<file path="src/rtl/tage_pkg.sv">
// tage_pkg
// Definitions shared by the TAGE front end: the global history width, the
// layout of one in-flight branch record, and the history shift helper used
// both here and by the predictor when it forms its own lookup history.
package tage_pkg;

  // Global history width; the predictor's ghr port must use the same width.
  localparam int GHR_W = 32;

  // One in-flight conditional branch: its PC, the speculative history seen
  // just before it was predicted, and the direction the predictor chose.
  typedef struct packed {
    logic [31:0]      pc;
    logic [GHR_W-1:0] ghr_snap;
    logic             pred_taken;
  } tage_hist_entry_t;

  // Append one outcome to a history: the oldest bit falls off the top and
  // the newest outcome enters at bit 0.
  function automatic logic [GHR_W-1:0] ghr_shift(input logic [GHR_W-1:0] ghr,
                                                 input logic             taken);
    return {ghr[GHR_W-2:0], taken};
  endfunction

endpackage

</file>
<file path="src/rtl/tage_hist_fifo.sv">
// tage_hist_fifo
// Circular buffer of in-flight branch records, oldest at head.
// The caller guarantees push only when not full and pop only when not empty;
// flush_all drops every entry and takes priority over push and pop.
//
// Ports:
//   clk         rising-edge clock
//   rst         synchronous active-low reset
//   push        write push_entry at the tail
//   push_entry  record to store
//   pop         retire the head entry
//   flush_all   discard all entries (head realigned to tail)
//   head_entry  record currently at the head (valid while count != 0)
//   count       number of occupied entries, 0..DEPTH
module tage_hist_fifo
  import tage_pkg::*;
#(
  parameter int DEPTH = 8
) (
  input  logic                     clk,
  input  logic                     rst,
  input  logic                     push,
  input  tage_hist_entry_t         push_entry,
  input  logic                     pop,
  input  logic                     flush_all,
  output tage_hist_entry_t         head_entry,
  output logic [$clog2(DEPTH):0]   count
);

  localparam int PTR_W = $clog2(DEPTH);
  localparam int CNT_W = PTR_W + 1;

  tage_hist_entry_t mem [DEPTH];

  logic [PTR_W-1:0] head;
  logic [PTR_W-1:0] tail;

  // DEPTH is a power of two, so the pointers wrap by plain overflow.
  always_ff @(posedge clk) begin
    if (!rst) begin
      head  <= '0;
      tail  <= '0;
      count <= '0;
    end else if (flush_all) begin
      head  <= tail;
      count <= '0;
    end else begin
      if (push) tail <= tail + PTR_W'(1);
      if (pop)  head <= head + PTR_W'(1);
      case ({push, pop})
        2'b10:   count <= count + CNT_W'(1);
        2'b01:   count <= count - CNT_W'(1);
        default: count <= count;
      endcase
    end
  end

  // Storage needs no reset: count alone says which slots hold live data.
  // A push cancelled by flush_all is blocked here too so the slot stays clean.
  always_ff @(posedge clk) begin
    if (rst && push && !flush_all) begin
      mem[tail] <= push_entry;
    end
  end

  assign head_entry = mem[head];

endmodule

</file>
<file path="src/rtl/tage_hist_queue.sv">
// tage_hist_queue
// Speculative global-history manager and in-flight branch queue in front of
// the TAGE predictor. Every predicted conditional branch is recorded with the
// history it was predicted under; in-order resolutions retire those records
// into a registered training stream and repair the speculative history after
// a mispredict or a flush.
//
// Ports:
//   clk, rst                  clock; synchronous active-low reset
//   pred_valid/pc/taken       predicted branch issued by fetch
//   pred_ready                queue not full
//   ghr                       speculative history for predictor lookups
//   resolve_valid/taken       execute resolves the oldest branch
//   flush                     drop all in-flight branches
//   train_en/pc/ghr           registered training strobe and its record
//   actual_taken              resolved direction of the trained branch
//   mispredict                registered pulse: resolved != predicted
//   count                     occupied entries
//
// GHR_W must equal tage_pkg::GHR_W because the stored records use the
// package layout.
module tage_hist_queue #(
  parameter int DEPTH = 8,
  parameter int GHR_W = tage_pkg::GHR_W
) (
  input  logic                   clk,
  input  logic                   rst,
  input  logic                   pred_valid,
  input  logic [31:0]            pred_pc,
  input  logic                   pred_taken,
  output logic                   pred_ready,
  output logic [GHR_W-1:0]       ghr,
  input  logic                   resolve_valid,
  input  logic                   resolve_taken,
  input  logic                   flush,
  output logic                   train_en,
  output logic [31:0]            train_pc,
  output logic [GHR_W-1:0]       train_ghr,
  output logic                   actual_taken,
  output logic                   mispredict,
  output logic [$clog2(DEPTH):0] count
);

  localparam int CNT_W = $clog2(DEPTH) + 1;

  logic [GHR_W-1:0] spec_ghr;
  logic [GHR_W-1:0] arch_ghr;
  logic [GHR_W-1:0] arch_ghr_next;
  logic [GHR_W-1:0] resolved_ghr;

  tage_pkg::tage_hist_entry_t head_entry;
  tage_pkg::tage_hist_entry_t push_entry;

  logic push_ok;
  logic resolve_ok;
  logic mispredict_now;
  logic discard_all;
  logic fifo_push;

  // Readiness depends only on registered occupancy; a same-cycle pop never
  // frees a slot for a push.
  assign pred_ready = (count != CNT_W'(DEPTH));
  assign push_ok    = pred_valid && pred_ready;
  assign resolve_ok = resolve_valid && (count != '0);

  // History as it stands right after the head branch with its real outcome.
  assign resolved_ghr   = tage_pkg::ghr_shift(head_entry.ghr_snap, resolve_taken);
  assign mispredict_now = resolve_ok && (resolve_taken != head_entry.pred_taken);
  assign arch_ghr_next  = resolve_ok ? resolved_ghr : arch_ghr;

  // Any repair invalidates every younger in-flight branch, including one
  // arriving this very cycle.
  assign discard_all = mispredict_now || flush;
  assign fifo_push   = push_ok && !discard_all;

  assign push_entry.pc         = pred_pc;
  assign push_entry.ghr_snap   = spec_ghr;
  assign push_entry.pred_taken = pred_taken;

  tage_hist_fifo #(
    .DEPTH(DEPTH)
  ) u_fifo (
    .clk        (clk),
    .rst        (rst),
    .push       (fifo_push),
    .push_entry (push_entry),
    .pop        (resolve_ok),
    .flush_all  (discard_all),
    .head_entry (head_entry),
    .count      (count)
  );

  // Committed history tracks resolved outcomes only.
  always_ff @(posedge clk) begin
    if (!rst) begin
      arch_ghr <= '0;
    end else begin
      arch_ghr <= arch_ghr_next;
    end
  end

  // Speculative history: a flush restores the committed history including
  // this cycle's resolve; a mispredict rebuilds from the bad branch's
  // snapshot plus its real outcome; otherwise each accepted prediction
  // shifts in. On a flush that also mispredicts both repairs agree.
  always_ff @(posedge clk) begin
    if (!rst) begin
      spec_ghr <= '0;
    end else if (flush) begin
      spec_ghr <= arch_ghr_next;
    end else if (mispredict_now) begin
      spec_ghr <= resolved_ghr;
    end else if (push_ok) begin
      spec_ghr <= tage_pkg::ghr_shift(spec_ghr, pred_taken);
    end
  end

  // Training outputs are registered one cycle after the resolve; the data
  // fields hold their last value between strobes.
  always_ff @(posedge clk) begin
    if (!rst) begin
      train_en     <= 1'b0;
      train_pc     <= '0;
      train_ghr    <= '0;
      actual_taken <= 1'b0;
      mispredict   <= 1'b0;
    end else begin
      train_en   <= resolve_ok;
      mispredict <= mispredict_now;
      if (resolve_ok) begin
        train_pc     <= head_entry.pc;
        train_ghr    <= head_entry.ghr_snap;
        actual_taken <= resolve_taken;
      end
    end
  end

  assign ghr = spec_ghr;

endmodule

</file>
<file path="config.mk">
export PLATFORM = sky130hd
export DESIGN_NAME = tage_hist_queue
export DESIGN_NICKNAME = d
export VERILOG_FILES = /design/src/rtl/tage_pkg.sv /design/src/rtl/tage_hist_fifo.sv /design/src/rtl/tage_hist_queue.sv
export SDC_FILE = /design/constraint.sdc
export NUM_CORES = 1
export LEC_CHECK = 0
export ABC_CLOCK_PERIOD_IN_PS = 16750
export BUFFER_PORTS_ARGS = -buffer_cell sky130_fd_sc_hd__buf_2
export CAP_MARGIN = 25
export CORE_ASPECT_RATIO = 1.75
export CORE_MARGIN = 5
export CORE_UTILIZATION = 55
export DETAILED_ROUTE_END_ITERATION = 7
export PLACE_DENSITY = 0.71
export SLEW_MARGIN = 20
export SYNTH_ARGS = -nofsm -noshare
export SYNTH_HDL_FRONTEND = slang
export SYNTH_SLANG_ARGS = --single-unit
</file>
<file path="constraint.sdc">
create_clock -name clk -period 16.75 [get_ports clk]
set_input_delay 0.8375 -clock clk [delete_from_list [all_inputs] [get_ports clk]]
set_output_delay 0.8375 -clock clk [all_outputs]
set_load 0.03 [all_outputs]
</file>
**Word level (Yosys, flattened, before mapping)**

Memory sizes are Yosys's and may differ from the RTL's. A register that Yosys moved wholly into a read port is not among the register bits.
Cells that the tools add are included.

- Register bits: 141
- Output and inout port bits: 104
- Input port bits: 39
- Memories: 1
- Logic and storage cells: 46
- RAM bits: 520

Memories:

| name | depth | bits a word | rd ports | clocked after Yosys merged registers in | write ports | RTL line | text |
|---|---|---|---|---|---|---|---|
| u_fifo.mem | 8 | 65 | 1 | 1 | 1 | tage_hist_fifo.sv:33 | `tage_hist_entry_t mem [DEPTH];` |

- Mux-type cells: 11
- Reduce and logical (&&, ||, !) cells: 14
- Add/subtract/negate cells: 4
- Bitwise operators: 2
- Equal/unequal tests: 4

Operators with widths:

| kind | count |
|---|---|
| 2-to-1 mux 32 bit | 4 |
| 2-to-1 mux 3 bit | 4 |
| one-hot mux 4 bit (2 select lines) | 1 |
| adder 3 x 1 -> 3 bit (second input constant) | 2 |
| logical AND 1 bit | 6 |
| adder 4 x 1 -> 4 bit (second input constant) | 1 |
| != test 4 bit (second input constant) | 1 |
| nonzero test 2 bit | 2 |
| nonzero test 4 bit | 1 |
| subtractor 4 x 1 -> 4 bit (second input constant) | 1 |
| nonzero test 3 bit | 1 |
| == test 2 x 1 -> 1 bit (second input constant) | 1 |
| == test 2 bit (second input constant) | 1 |
| 2-to-1 mux 1 bit | 2 |
| NOT 1 bit | 2 |
| AND reduction 2 bit | 1 |
| OR reduction 2 bit | 1 |
| zero test 1 bit | 1 |
| logical OR 1 bit | 1 |
| != test 1 bit | 1 |

**Depth between registers and ports, before layout**

Gate-level depths: netlist of the first run.

- Depth in word-level cells: 10
- Mapped depth: 15
- Gate-level depth less buffers: 14

**Hierarchy**

A second synthesis of the first run with hierarchy kept.

- Cell total of the unflattened synthesis: 1,419
- Area total of the unflattened synthesis: 25,248.0 µm²

By module, submodules not included:

| module | sequential area each (µm²) | area each (µm²) | times used | cells an instance |
|---|---|---|---|---|
| tage_hist_fifo | 15,875.2 | 20,163.1 | 1 | 828 |
| tage_hist_queue | 2,622.5 | 5,084.9 | 1 | 591 |

**Worst setup path before layout of the first run**

Ideal clock, no wire load.

- Kind: register -> register
- From: register u_fifo.count[1]
- To: memory u_fifo.mem[0][0] (netlist name), enable pin
- Slack: 8,165 ps
- Path buffers: 1
- Library setup time: 648 ps
- Data arrival time: 7,936 ps
- Cell stages (with the launch flop): 9
- Period minus slack after synthesis: 8,585 ps
- Required time: 16,102 ps
- Cells stage by stage: dfxtp_1 > buf_2 > o41ai_4 > inv_2 > nand2_1 > inv_2 > mux2i_1 > nand2_1 > nor4_1

- Word-level cells in the longest chain between the ends: 10
- Elaborated cells between the ends (all ways): 12
- Those cells by class: eq/ne: 1; mux: 2; reduce/logical: 9

Ends and longest elaborated chain:

| what | RTL line | text |
|---|---|---|
| start: declaration | tage_hist_fifo.sv:27 | `output logic [$clog2(DEPTH):0] count` |
| start signal: assignment | tage_hist_fifo.sv:51 | `2'b10: count <= count + CNT_W'(1);` |
| start signal: assignment | tage_hist_fifo.sv:52 | `2'b01: count <= count - CNT_W'(1);` |
| start signal: assignment | tage_hist_fifo.sv:53 | `default: count <= count;` |
| nonzero test 4 bit | tage_hist_queue.sv:64 | `assign resolve_ok = resolve_valid && (count != '0);` |
| logical AND 1 bit | tage_hist_queue.sv:64 |  |
| logical AND 1 bit | tage_hist_queue.sv:68 | `assign mispredict_now = resolve_ok && (resolve_taken != head_entry.pred_taken);` |
| logical OR 1 bit | tage_hist_queue.sv:73 | `assign discard_all = mispredict_now \|\| flush;` |
| zero test 1 bit | tage_hist_fifo.sv:61, tage_hist_queue.sv:74 |  |
| logical AND 1 bit | tage_hist_queue.sv:74 | `assign fifo_push = push_ok && !discard_all;` |
| logical AND 1 bit | tage_hist_fifo.sv:61 | `if (rst && push && !flush_all) begin` |
| logical AND 1 bit * | tage_hist_fifo.sv:61 |  |
| 2-to-1 mux 1 bit * | tage_hist_fifo.sv:61 |  |
| 2-to-1 mux 1 bit (not written as such) * | tage_hist_fifo.sv:62 | `mem[tail] <= push_entry;` |
| end: declaration | tage_hist_fifo.sv:33 |  |

Mark *: on every way between the ends. The rest lies on a longest branch, timed or not.

==> results of run 1 <==
## layer usage
layer  vias to the layer above  GRT usage (%)
met5                         -              0
met4                         4           6.20
met3                        87           3.29
met2                       410           39.0
met1                      7050           27.0
li1                       6010              -
## area by class of cell
type	instances	area share, %
Inverter	3	0.0475
Multi-Input combinational cell	664	23.3
Antenna cell	2	0.0173
Clock inverter	31	1.41
Clock buffer	73	5.44
Timing Repair Buffer	172	3.38
Tap cell	583	2.52
Sequential cell	664	63.9
## how the worst max path moves through the flow
stage	end	slack, ns	depth (start not counted)
after floorplan	u_fifo.mem[0][0]$_DFFE_PP_	8.17	8
after global placement	u_fifo.mem[6][11]$_DFFE_PP_	11.23	8
after detailed placement	u_fifo.mem[6][8]$_DFFE_PP_	11.52	8
after CTS	u_fifo.mem[6][21]$_DFFE_PP_	11.51	8
after global routing	u_fifo.mem[6][19]$_DFFE_PP_	11.19	8
final	u_fifo.mem[6][36]$_DFFE_PP_	11.67	8
## flip-flops by register name, summed over array words and instances, names as in the netlist, named ones only
signal        count
u_fifo.tail       3
mispredict        1
train_pc         32
u_fifo.count      4
ghr              32
train_ghr        32
actual_taken      1
arch_ghr         32
train_en          1
u_fifo.head       3
u_fifo.mem      520
## cell families (layout without fill, tap and decap cells)
group | after synthesis | after routing | share of synthesized area [%]
buf+inv | 109 | 279 | 1.90
mux | 172 | 172 | 13.0
compound gates | 202 | 202 | 6.74
fa+ha+maj | 5 | 5 | 0.244
other cells | 0 | 2 | 0
flops | 664 | 664 | 72.0
simple gates | 278 | 278 | 5.85
xor+xnor | 7 | 7 | 0.239
## cell usage after synthesis, types with 33 or more instances
master	count
clkbuf_1	65
mux4_2	128
dfxtp_1	144
mux2i_1	40
nor3_1	70
a21boi_0	64
nor2b_1	34
o211a_1	33
edfxtp_1	520
nand2_1	107
## power by group
part | switching (uW) | total, uW | internal [uW]
Clock | 578 | 1380 | 805
Combinational | 129 | 216 | 86.6
Sequential | 40.6 | 1850 | 1810
## metrics by stage
| step | hold WS [ns] | utilization (%) | worst slack [ns] |
|---|---|---|---|
| 2_1_floorplan | 0.438 | - | 8.17 |
| 3_3_place_gp | 0.451 | 58.5 | 11.23 |
| 5_1_grt | 0.480 | 62.9 | 11.19 |
| 3_5_place_dp | 0.458 | 58.6 | 11.52 |
| 6_report | 0.463 | 62.9 | 11.67 |
| 4_1_cts | 0.466 | 62.9 | 11.51 |
## placed cells by master (no fill, tap or decap), types with 5 or more instances in the layout
| master | Yosys | layout |
|---|---|---|
| nor3_1 | 70 | 66 |
| bufinv_16 | 0 | 9 |
| nor2_1 | 15 | 13 |
| dfxtp_1 | 144 | 141 |
| o41ai_1 | 31 | 31 |
| clkbuf_8 | 0 | 9 |
| buf_2 | 26 | 140 |
| nor2b_1 | 34 | 34 |
| clkinv_2 | 0 | 11 |
| o311a_1 | 31 | 31 |
| a22oi_1 | 31 | 31 |
| edfxtp_1 | 520 | 520 |
| buf_4 | 4 | 29 |
| mux2i_1 | 40 | 40 |
| mux4_2 | 128 | 128 |
| nand2_1 | 107 | 106 |
| clkbuf_16 | 0 | 57 |
| o211a_1 | 33 | 33 |
| ha_1 | 5 | 5 |
| nor3_2 | 29 | 33 |
| a21boi_0 | 64 | 64 |
| clkbuf_1 | 65 | 7 |
## worst reg2reg max path: cells and delay by family (launching register included)
family | cells | cell delay [ns]
buffers and inverters | 2 | 1.46
AND/OR/NAND/NOR | 4 | 1.88
flip-flops | 1 | 0.80
multiplexers | 2 | 0.56
==> impl_results.md, run 1 <==
* Core Area at 46100 um^2
* Port Buffers at 142
* Largest net degree at the start of global routing at 99
* Startpoint Class: flip-flop
* WS Path Type: reg2reg
* Fmax at 0.197 GHz
* WHS Path Cells at 2
* Mapped Area at 25700 um^2
* R2r setup slk at 11.67 ns
* GRT Residual Overflow at 0
* Area growth syn-to-layout at 12.9%
* Syn. warnings at 0
* Vias per cell at 6.19
* CP Cell Sequence: buf_4 > mux2i_1 > and3_4 > nor4_4 > mux2i_1 > nand3_1 > nor3_2 > buf_4
* First DRT Iteration DRCs at 1190
* Leak at 0.00994 uW
* Mapped Nets at 1481
* Max IR drop VDD at 0.0871 mV
* # rows at 104
* Metal1 wirelength at 21.5 mm
* Synthesized flop and latch total at 664
* Via count at 13600
* Setup tns final at 0 ns
* FF/Latch Area at 18500 um^2
* Met3 wire length at 2.92 mm
* Fillcell total at 3286
* Tmin final at 5.08 ns
* CTS root buf: clkbuf_16
* Post-DRT Antenna Nets at 0
* Top sig layer: met5
* Setup crit end kind: flip-flop
* Clk buf depth at 3
* Worst min-delay path class: reg2reg
* Fraction of final layout cells sized beyond drive strength 1 at 27.9%
* Syn avg cell area at 17.9 um^2
* Final hold vios at 0
* Post-DP HPWL at 31.0 mm
* Setup violators final at 0
* Overall power at 3450 uW
* Ys async rst share at 0%
* # IOs at 143
* R2R depth at 8
* Worst-Margin Slew at 1.08 ns
* Number of buffers and inverters on the critical path at 2
* Status: finished clean
* Number of global-route vias before repair at 14400
* Final instance area at 29000 um^2
* Placer congestion estimate at 0.746
* CTS Sinks at 664
* Die H at 296 um
* Cell family with most CP delay: simple AND/OR/NAND/NOR gates
* Global-route usage over all layers at 21.5%
* Critical Path RT at 16.98 ns
* Post-CTS Hold Buffers at 0
* DRC Markers at 0
* Hold Crit Endpoint: train_ghr[16]$_SDFFE_PN0N_
* Post-synth EDFFs at 520
* CTS Buf Count at 55
* Final slew viol count at 0
* TritonCTS clock tree: done
* DIE WIDTH at 173 um
* CTS clk-pin slew, worst paths at 0.07 ns
* Sequential share of the synthesized area at 72.0%
* RSZ-0062 raised after global routing: no
* Synth area leaders: edfxtp_1, dfxtp_1, mux4_2, a21boi_0, nand2_1
* Ys flop type: edfxtp_1
* Die ar. at 51300 um^2
* Post-synthesis cell type count at 48
* Final net count at 1604
* Worst hold start: train_ghr[16]$_SDFFE_PN0N_
* Cell Pwr Density at 119 nW/um^2
* H-tree depth at 2
* Starting density of the core at 55.7%
* WL/cell at 25.2 um
* Clock Skew at 0.0183 ns
* Crit share post-route at 30.3%
* Area leader, netlist: edfxtp_1
* Initial antenna violation count at 4
* Worst EP arrival at 5.31 ns
* Setup Buffers After CTS at 0
* Routed WL at 55.2 mm
* Worst-path fanout max at 46
* # resized after CTS at 0
* Area after DPL at 27000 um^2
* Multi-input gate area at 6760 um^2
* Top cell type's share of synthesized area at 60.8%
* Reg2Reg Capture Point: u_fifo.mem[6][36]$_DFFE_PP_
* Non-Filler Instances at 2192
* Post-Syn Instances at 1437
* Max-cap viol count at 0
* Drt pass-1 iters at 5
* Max transition margin at 27.9%
* Clk_lat worst skew at 0.59 ns
* Metal2 WL at 29.6 mm
* Placed cell count at 2085
* CP max stage delay at 0.84 ns
* Slowest-stage cell, CP: nor3_2
* First-pass GRT wire length at 85.3 mm
No activity file was read; power rests on OpenSTA's default activity.
==> inputs of run 2 (changes only) <==
ABC_CLOCK_PERIOD_IN_PS = 5260   (was 16750)
clock period = 5.26 ns   (was 16.75 ns; I/O delays follow)
==> run 2 against run 1 <==
Global-route usage increased by 0.26 points. Non-clock buffer count grew 36. Wire length increased by 0.34%. Total power grew to 3.0 times the previous value. Core utilization grew 0.22 points. Via count up 1.1%. Combinational power grew to 3.3 times the previous value. Sequential power rose to 3.2 times the previous value. Count of clock-buffer cells in the layout rose by 4. Worst hold slack got worse by 0.39 ns. Sequential cell count is the same. Largest power group unchanged.
==> impl_results.md, run 2 (synthesis gave the netlist of run 1 again) <==
* Status: finished clean (unchanged)
* Clock Skew at 0.0153 ns (was 0.0183 ns)
* WL/cell at 24.9 um (was 25.2 um)
* Starting density of the core at 55.7% (unchanged)
* Crit share post-route at 77.6% (was 30.3%)
* First-pass GRT wire length at 86.7 mm (was 85.3 mm)
* Via count at 13700 (was 13600)
* Clk buf depth at 3 (unchanged)
* Largest register FFs at 520 (unchanged)
* Worst-path fanout max at 42 (was 46)
* RSZ-0062 raised after global routing: no (unchanged)
* Area after DPL at 27000 um^2 (about the same)
* Core Area at 46100 um^2 (unchanged)
* Worst min-delay path class: in2reg (was reg2reg)
* Fraction of final layout cells sized beyond drive strength 1 at 26.5% (was 27.9%)
* Setup violators final at 0 (unchanged)
* Port Buffers at 142 (unchanged)
* Post-DRT Antenna Nets at 0 (unchanged)
* First DRT Iteration DRCs at 969 (was 1190)
* Initial antenna violation count at 0 (was 4)
* Slowest-stage cell, CP: dfxtp_4 (was nor3_2)
* Drt pass-1 iters at 7 (was 5)
* GRT Residual Overflow at 0 (unchanged)
* Tmin final at 4.08 ns (was 5.08 ns)
* P_sw at 2350 uW (was 748 uW)
* Final instance area at 29100 um^2 (was 29000 um^2)
* # IOs at 143 (unchanged)
* Die H at 296 um (unchanged)
* CP max stage delay at 0.91 ns (was 0.84 ns)
* Switching part of the total power at 22.5% (was 21.7%)
* Routed WL at 55.4 mm (was 55.2 mm)
* WHS Path Cells at 4 (was 2)
* DRC Markers at 0 (unchanged)
* # rows at 104 (unchanged)
* Worst EP arrival at 4.56 ns (was 5.31 ns)
* Final net count at 1640 (was 1604)
* Max IR drop VDD at 0.350 mV (was 0.0871 mV)
* Post-CTS Hold Buffers at 33 (was 0)
* Max transition margin at 31.6% (was 27.9%)
* CTS root buf: clkbuf_16 (unchanged)
* Worst-Margin Slew at 1.03 ns (was 1.08 ns)
* Logic pwr share at 6.9% (was 6.3%)
* Setup crit end kind: flip-flop (unchanged)
* Final hold vios at 0 (unchanged)
* Largest net degree at the start of global routing at 98 (was 99)
* Global-route usage over all layers at 21.8% (was 21.5%)
* Cell family with most CP delay: simple AND/OR/NAND/NOR gates (unchanged)
* Cell Pwr Density at 359 nW/um^2 (was 119 nW/um^2)
* Leak at 0.00995 uW (was 0.00994 uW)
* P_int at 8100 uW (was 2700 uW)
* Max-cap viol count at 0 (unchanged)
* DIE WIDTH at 173 um (unchanged)
* R2R depth at 13 (was 8)
* CTS Sinks at 664 (unchanged)
* CP Cell Sequence: mux2i_1 > and3_4 > nor4_4 > mux2i_1 > nand2_1 > ha_1 > xor2_1 > ha_1 > a21oi_1 > xor2_1 > nor2_1 > xnor2_1 > nor2_1 (was buf_4 > mux2i_1 > and3_4 > nor4_4 > mux2i_1 > nand3_1 > nor3_2 > buf_4)
* Fmax at 0.245 GHz (was 0.197 GHz)
* Setup Buffers After CTS at 0 (unchanged)
* Number of global-route vias before repair at 14600 (was 14400)
* Final slew viol count at 0 (unchanged)
* Placer congestion estimate at 0.754 (was 0.746)
* # resized after CTS at 0 (unchanged)
* Post-DP HPWL at 30.9 mm (was 31.0 mm)
* Overall power at 10400 uW (was 3450 uW)
* WS Path Type: reg2reg (unchanged)
* WP depth at 13 (was 8)
* Critical Path RT at 5.74 ns (was 16.98 ns)
* Register name with the most flops: u_fifo.mem (unchanged)
* Commonest non-fill, non-tap cell in the layout: edfxtp_1 (unchanged)
* CTS clk-pin slew, worst paths at 0.07 ns (about the same)
* Clock power frac at 36.8% (was 40.1%)
* Die ar. at 51300 um^2 (unchanged)
* TritonCTS clock tree: done (unchanged)
* Area growth syn-to-layout at 13.2% (was 12.9%)
* Sequential power share at 56.3% (was 53.6%)
* Vias per cell at 6.15 (was 6.19)
* Clk_lat worst skew at 0.60 ns (was 0.59 ns)
* Setup tns final at 0 ns (unchanged)
* CTS Buf Count at 55 (unchanged)
* Commonest non-fill, non-tap cells in the layout: edfxtp_1, dfxtp_1, buf_2 (unchanged)
* H-tree depth at 2 (unchanged)
* Number of buffers and inverters on the critical path at 0 (was 2)
* Fillcell total at 3290 (was 3286)
* Startpoint Class: flip-flop (unchanged)
run 2: cell type report:
class,count,area (um^2),area share (%)
diodes,2,5.00,0.0172
repair buffers,208,1360,4.67
flip-flops and latches,664,18500,63.6
clock buffers,77,1530,5.26
multi-input cells,664,6790,23.4
inverters,3,13.8,0.0473
clock inverters,27,144,0.495
well taps,583,729,2.51
run 2: path summary, 6_finish.rpt:
path / from / to / slack [ns]
worst min-delay path: flush / ghr[0]$_SDFFE_PN0P_ / 0.07
worst max register to register: flip-flop / u_fifo.count[2]$_SDFFE_PP0P_ / 1.18
worst min register to register: train_ghr[13]$_SDFFE_PN0N_ / train_ghr[13]$_SDFFE_PN0N_ / 0.46
worst max-delay path: flip-flop / u_fifo.count[2]$_SDFFE_PP0P_ / 1.18
run 2: power groups by stage:
| stage | logic [uW] | registers [uW] | clock network (uW) |
|---|---|---|---|
| final | 721 | 5880 | 3840 |
| after global routing | 777 | 5900 | 4130 |
| after CTS | 723 | 5890 | 3910 |
| after detailed placement | 701 | 6000 | 0 |
| after global placement | 684 | 5990 | 0 |
| after floorplan | 428 | 6040 | 0 |
run 2: routing by layer:
metal	part of all wire, %	track usage (%)	wire length (um)	up-vias
li1	-	-	-	6090
met1	38	26.3	21300	7075
met2	53	40.1	29600	407
met3	4.8	3.24	2660	133
met4	3.5	7.50	1940	0
met5	0	0	0	-
run 2: stage by stage:
stage | hold WS, ns | worst slack [ns] | util [%] | instances
finish | 0.0702 | 1.18 | 63.1 | 2228
global route | 0.0795 | 0.775 | 63.1 | 2226
CTS | 0.0428 | 1.08 | 63.0 | 2224
detailed placement | 0.457 | 1.11 | 58.7 | 2087
global placement | 0.449 | 1.23 | 58.6 | 2086
floorplan | 0.362 | -1.46 | - | 1437
run 2: worst min-delay path: stages:
cell and delay, ns:
buf_4 0.15, o31ai_1 0.09, nand4_1 0.08, a21oi_1 0.04
